==> config.mk <==
export PLATFORM = sky130hd
export DESIGN_NAME = haz_detect_unit
export DESIGN_NICKNAME = d
export VERILOG_FILES = /design/src/rtl/haz_pkg.sv /design/src/rtl/haz_bht.sv /design/src/rtl/haz_detect_unit.sv
export SDC_FILE = /design/constraint.sdc
export NUM_CORES = 1
export LEC_CHECK = 0
export CAP_MARGIN = 20
export CELL_PAD_IN_SITES_DETAIL_PLACEMENT = 1
export CELL_PAD_IN_SITES_GLOBAL_PLACEMENT = 2
export CORE_ASPECT_RATIO = 0.75
export CORE_UTILIZATION = 40
export CTS_BUF_LIST = sky130_fd_sc_hd__clkbuf_2
export CTS_CLUSTER_SIZE = 10
export DETAILED_ROUTE_END_ITERATION = 6
export PLACE_DENSITY = 0.81
export SYNTH_ARGS = -nofsm -noshare
export SYNTH_HDL_FRONTEND = slang
export SYNTH_SLANG_ARGS = --single-unit
==> constraint.sdc <==
create_clock -name clk -period 2.25 [get_ports clk]
set_input_delay 0.3375 -clock clk [delete_from_list [all_inputs] [get_ports clk]]
set_output_delay 0.3375 -clock clk [all_outputs]
set_load 0.02 [all_outputs]
==> src/rtl/haz_pkg.sv <==
// Shared types and constants for the hazard-detection slice: shadow-slot entry,
// BHT counter encoding and the saturating counter step.
package haz_pkg;

  // Slots carry register indices at this width; narrower ports are zero-extended.
  localparam int unsigned RD_W = 8;

  localparam logic [1:0] BHT_INIT = 2'b01;
  localparam logic [1:0] CNT_MIN  = 2'b00;
  localparam logic [1:0] CNT_MAX  = 2'b11;

  typedef struct packed {
    logic            valid;
    logic [RD_W-1:0] rd;
    logic            wr;
    logic            load;
    logic            mem;
    logic            branch;
    logic            pred;
  } slot_t;

  localparam slot_t SLOT_BUBBLE = '0;

  function automatic logic [1:0] sat_step(input logic [1:0] cnt, input logic up);
    if (up) begin
      return (cnt == CNT_MAX) ? cnt : cnt + 2'd1;
    end
    return (cnt == CNT_MIN) ? cnt : cnt - 2'd1;
  endfunction

endpackage

==> src/rtl/haz_bht.sv <==
// Branch history table of 2-bit saturating counters; combinational read, update at the edge.
// A same-index read and update in one cycle returns the old counter.
module haz_bht #(
  parameter int unsigned BHT_IDX = 4
) (
  input  logic               clk,
  input  logic               rst,
  input  logic [BHT_IDX-1:0] rd_idx,
  output logic               rd_taken,
  input  logic               upd_vld,
  input  logic [BHT_IDX-1:0] upd_idx,
  input  logic               upd_taken
);
  import haz_pkg::*;

  localparam int unsigned N_CNT = 1 << BHT_IDX;

  logic [1:0] cnt_q [N_CNT];
  logic [1:0] cnt_d [N_CNT];

  always_comb begin
    cnt_d = cnt_q;
    if (upd_vld) begin
      cnt_d[upd_idx] = sat_step(cnt_q[upd_idx], upd_taken);
    end
  end

  always_ff @(posedge clk or posedge rst) begin
    if (rst) begin
      for (int i = 0; i < N_CNT; i++) begin
        cnt_q[i] <= BHT_INIT;
      end
    end else begin
      cnt_q <= cnt_d;
    end
  end

  assign rd_taken = cnt_q[rd_idx][1];

endmodule

==> src/rtl/haz_detect_unit.sv <==
// Hazard detection ahead of the resolver: shadow EX/MEM/WB slots plus a 2-bit BHT.
// Flags are combinational from slot state and ID fields; stall/flush only steer the slot advance.
module haz_detect_unit #(
  parameter int unsigned REG_AW  = 5,
  parameter int unsigned BHT_IDX = 4
) (
  input  logic               clk,
  input  logic               rst,
  input  logic               id_valid,
  input  logic [REG_AW-1:0]  id_rs1,
  input  logic [REG_AW-1:0]  id_rs2,
  input  logic               id_rs1_used,
  input  logic               id_rs2_used,
  input  logic [REG_AW-1:0]  id_rd,
  input  logic               id_wr,
  input  logic               id_load,
  input  logic               id_mem,
  input  logic               id_branch,
  input  logic [BHT_IDX-1:0] id_pc_idx,
  input  logic               ex_br_taken,
  input  logic               stall_in,
  input  logic               flush_in,
  output logic               haz_data,
  output logic               fwd_ok,
  output logic               haz_str,
  output logic               haz_ctrl,
  output logic               br_crct,
  output logic               pred_taken
);
  import haz_pkg::*;

  slot_t              ex_q, ex_d, mem_q, mem_d, wb_q, wb_d;
  logic [BHT_IDX-1:0] ex_idx_q, ex_idx_d;
  logic [RD_W-1:0]    rs1_x, rs2_x;
  logic               ex_hit, mem_hit, wb_hit;
  logic               bht_pred;
  logic               unused_wb;

  // r0 is hard-wired, so a write to it never creates a dependency.
  function automatic logic slot_hit(input slot_t s, input logic [RD_W-1:0] r1, input logic [RD_W-1:0] r2,
                                    input logic u1, input logic u2);
    logic live;
    live = s.valid && s.wr && (s.rd != '0);
    return live && ((u1 && (r1 == s.rd)) || (u2 && (r2 == s.rd)));
  endfunction

  assign rs1_x = RD_W'(id_rs1);
  assign rs2_x = RD_W'(id_rs2);

  always_comb begin
    ex_d        = SLOT_BUBBLE;
    ex_d.valid  = id_valid;
    ex_d.rd     = RD_W'(id_rd);
    ex_d.wr     = id_wr;
    ex_d.load   = id_load;
    ex_d.mem    = id_mem;
    ex_d.branch = id_branch;
    ex_d.pred   = bht_pred;
    ex_idx_d    = id_pc_idx;
    mem_d       = ex_q;
    wb_d        = mem_q;
    // A flush squashes the wrong-path instruction currently in EX as well as the ID one.
    if (flush_in) begin
      ex_d  = SLOT_BUBBLE;
      mem_d = SLOT_BUBBLE;
    end else if (stall_in) begin
      ex_d = SLOT_BUBBLE;
    end
  end

  always_ff @(posedge clk or posedge rst) begin
    if (rst) begin
      ex_q     <= SLOT_BUBBLE;
      mem_q    <= SLOT_BUBBLE;
      wb_q     <= SLOT_BUBBLE;
      ex_idx_q <= '0;
    end else begin
      ex_q     <= ex_d;
      mem_q    <= mem_d;
      wb_q     <= wb_d;
      ex_idx_q <= ex_idx_d;
    end
  end

  assign ex_hit  = id_valid && slot_hit(ex_q,  rs1_x, rs2_x, id_rs1_used, id_rs2_used);
  assign mem_hit = id_valid && slot_hit(mem_q, rs1_x, rs2_x, id_rs1_used, id_rs2_used);
  assign wb_hit  = id_valid && slot_hit(wb_q,  rs1_x, rs2_x, id_rs1_used, id_rs2_used);

  assign haz_data   = ex_hit || mem_hit || wb_hit;
  assign fwd_ok     = !(ex_hit && ex_q.load);
  assign haz_str    = id_valid && mem_q.valid && mem_q.mem;
  assign haz_ctrl   = ex_q.valid && ex_q.branch;
  assign br_crct    = !(haz_ctrl && (ex_br_taken != ex_q.pred));
  assign pred_taken = bht_pred;

  assign unused_wb = ^{wb_q.load, wb_q.mem, wb_q.branch, wb_q.pred};

  haz_bht #(
    .BHT_IDX(BHT_IDX)
  ) u_bht (
    .clk      (clk),
    .rst      (rst),
    .rd_idx   (id_pc_idx),
    .rd_taken (bht_pred),
    .upd_vld  (haz_ctrl),
    .upd_idx  (ex_idx_q),
    .upd_taken(ex_br_taken)
  );

endmodule

==> flow_metrics.tcl <==
set metrics [dict create \
    violations "setup timing" \
    path_class "flip-flop to primary output" \
    place_hpwl_um 5852 \
    synth_top_area_frac 0.3728 \
    r2r_start "ex_idx_q[1]" \
    r2r-end "u_bht.cnt_q[10]" \
    core_area_mm2 0.007398 \
    syn_to_final_growth_pct 29.25 \
    dr_total_vias 2145 \
    rows 27 \
    max_freq_mhz 384.2 \
    pre_cts_ws_ns -0.6074 \
    crit_required_ns 1.91 \
    synth_area_leader_cell "dfrtp_1" \
    io_pins 37 \
    cp-start-kind "flip-flop" \
    r2r_cells 6 \
    synth-seq-cells 62 \
    fill_cells 761 \
    final_layout_size_suffix_gt1_frac 0.3962 \
    place_area_mm2 0.003764 \
    max_slew.worst_pin.slew_ns 0.7160 \
    antenna_cells 0 \
    fin_skew_ns 0.02019 \
    die_x_um 103.5 \
    maxCapViolations 0 \
    wire_per_inst_um 19.21 \
    cts.sinks 62 \
    die_y_um 78.09 \
    rrSetupSlack_ns 0.18 \
    antenna_left 0 \
    ys_warn_count 0 \
    initialDrtViolationCount 81 \
    cts_tree "done" \
    final_hold_viol_count 0 \
    cts_buffer_depth 2 \
    finalWirelength_um 7953 \
    grt_overflow 0 \
    async_flop_share 1.000 \
    cts-root-buf "clkbuf_2" \
    status "complete, but fails checks" \
    grt_use_total 0.2233 \
    syn-mean-instance-area_um2 13.08 \
    cp.arrival_ns 2.27 \
    grt_pass1_wl_um 12850 \
    die_area_mm2 0.008079 \
    antenna_found_initial 0 \
    clkLatencyLatePin_ns 0.50 \
    clkSlewWorstSetupHoldPaths_ns 0.19 \
    initial_core_util 0.4174 \
    cts_max_level 3 \
    synth.distinct_cells 33 \
    viasPerCell 5.181 \
    ys_seq_area_frac 0.5089 \
    post-route-cell-area_mm2 0.003991 \
    power_density_mw_per_mm2 585.6 \
    gp_congestion 0.8397 \
    min_period_over_period 1.157 \
    numPortBuffers 36 \
    grt_max_degree 63 \
    drc 0 \
    peakVddDrop_mv 0.2713 \
    setup_ws_ns -0.3529 \
    setup-violations-final 3 \
    rsz0062_at_grt "yes" \
    synth_edf_count 0 \
    dr.pass1.iters 4 \
    syn_nets 267 \
    grt_pass1_vias 2324 \
    synth_area_leaders "dfrtp_1 37%, dfstp_2 14%, mux2_2 11%, mux4_2 9.5%, xor2_1 7.1%" \
    hold_class "primary input to async pin" \
    cts_buffers 9 \
    max_slew_margin 0.5209 \
    fin_nets 339 \
    path_max_fanout 2 \
    worstSetupEndpointType "primary output" \
    leakage_nw 1.727 \
    post-route-min-period_ns 2.603 \
    synth_ff_type "dfrtp_1" \
    syn-instance-count 236 \
    drv_slew 0 \
    synth_area_mm2 0.003088 \
    hold_buffers 0 \
]
-- routing by layer --
metal  wire length, um  GRT usage  up-vias
met5                 0          0        -
met4                60    0.04789        0
met1              3909     0.3288     1106
met3               383    0.07035        7
li1                  -          -      988
met2              3600     0.3225       44
-- cells by family (layout without fill, tap and decap cells) --
| logic type | Yosys count | count (layout) | synth area share |
|---|---|---|---|
| AND/OR/NAND/NOR | 73 | 73 | 0.1285 |
| flip-flops | 62 | 62 | 0.5089 |
| multiplexers | 48 | 48 | 0.2265 |
| XOR/XNOR | 31 | 31 | 0.08793 |
| AO/OA/AOI/OAI | 12 | 12 | 0.03201 |
| buffers and inverters | 10 | 87 | 0.01621 |
-- layout make-up --
cell class              count  area (um^2)  share of cell area
flip-flops and latches     62         1572              0.3937
multi-input cells         164         1505              0.3771
repair buffers             68        634.4              0.1589
well taps                 101        126.4             0.03166
clock inverters             7        97.59             0.02445
clock buffers               9        45.04             0.01129
inverters                   3        11.26            0.002821
-- sequential cells by signal (all words and copies together), names as in the netlist --
name	count
mem_q	8
ex_idx_q	4
wb_q	7
ex_q	11
u_bht.cnt_q	32
-- per-stage QoR --
stage          setup TNS, ns    util  std cells  total power, W  hold slack, ns
2_1_floorplan              0       -        236        0.001376          0.3544
3_3_place_gp          -1.555  0.5087        393        0.001523          0.3920
3_5_place_dp          -1.620  0.5087        393        0.001536          0.3975
4_1_cts              -0.9640  0.5359        412        0.002364          0.1557
5_1_grt               -1.168  0.5395        414        0.002443          0.1568
6_report             -0.8717  0.5395        414        0.002337          0.1700
-- placed cells by master (no fill, tap or decap), drive strengths merged --
master | synthesis | layout
dfrtp | 46 | 46
buf | 5 | 35
mux2 | 32 | 32
clkdlybuf4s50 | 0 | 31
xor2 | 25 | 25
dfstp | 16 | 16
mux4 | 13 | 13
and2 | 12 | 12
nor2 | 12 | 12
nand3 | 11 | 11
nand2 | 11 | 11
clkbuf | 2 | 9
nor2b | 8 | 8
a21oi | 7 | 7
xnor2 | 6 | 6
nor4 | 6 | 6
or4 | 5 | 5
nor3 | 4 | 4
inv | 3 | 4
mux2i | 3 | 3
o2111ai | 3 | 3
clkinv | 0 | 3
nand2b | 2 | 2
bufinv | 0 | 2
dlygate4sd2 | 0 | 2
o21a | 1 | 1
or3 | 1 | 1
and3 | 1 | 1
o31ai | 1 | 1
clkinvlp | 0 | 1
-- power by group --
part	internal, W	switching [W]
Clock	0.000372	0.000437
Combinational	0.000176	0.000156
Sequential	0.00116	0.0000336
Total	0.00171	0.000628
-- synthesized netlist by cell type (3+ instances only) --
library cell,number
or4_1,5
nor4_1,6
buf_2,4
mux4_2,13
nand2_1,11
and2_1,12
dfstp_2,16
xor2_1,25
nor2_1,10
o2111ai_1,3
nor3_1,4
nand3_1,11
xnor2_1,6
nor2b_1,8
inv_1,3
dfrtp_1,46
a21oi_1,3
a21oi_2,3
mux2_2,30
-- critical path: stages (launching register included) --
cell and delay, ns:
dfrtp_1 0.42, or4_4 0.55, o2111ai_4 0.21, a21oi_2 0.07
or3_4 0.37, buf_6 0.14
-- timing repair --
action / 4_1_cts / 5_1_grt
gates resized for setup: 27 / 2
setup buffers: 4 / 2
pin swaps: 9 / 6
endpoints found under the setup margin: 4 / 3
-- worst max-delay path by stage --
stage                 start         end  slack (ns)  cells past startpoint
2_1_floorplan       ex_q[8]    haz_data        0.31                      4
3_3_place_gp   id_pc_idx[0]  pred_taken       -0.57                      5
3_5_place_dp   id_pc_idx[0]  pred_taken       -0.61                      5
4_1_cts             ex_q[6]    haz_data       -0.40                      5
5_1_grt             ex_q[7]    haz_data       -0.45                      5
6_report            ex_q[7]    haz_data       -0.35                      5
Note: power is estimated with default switching activity, not from simulation.
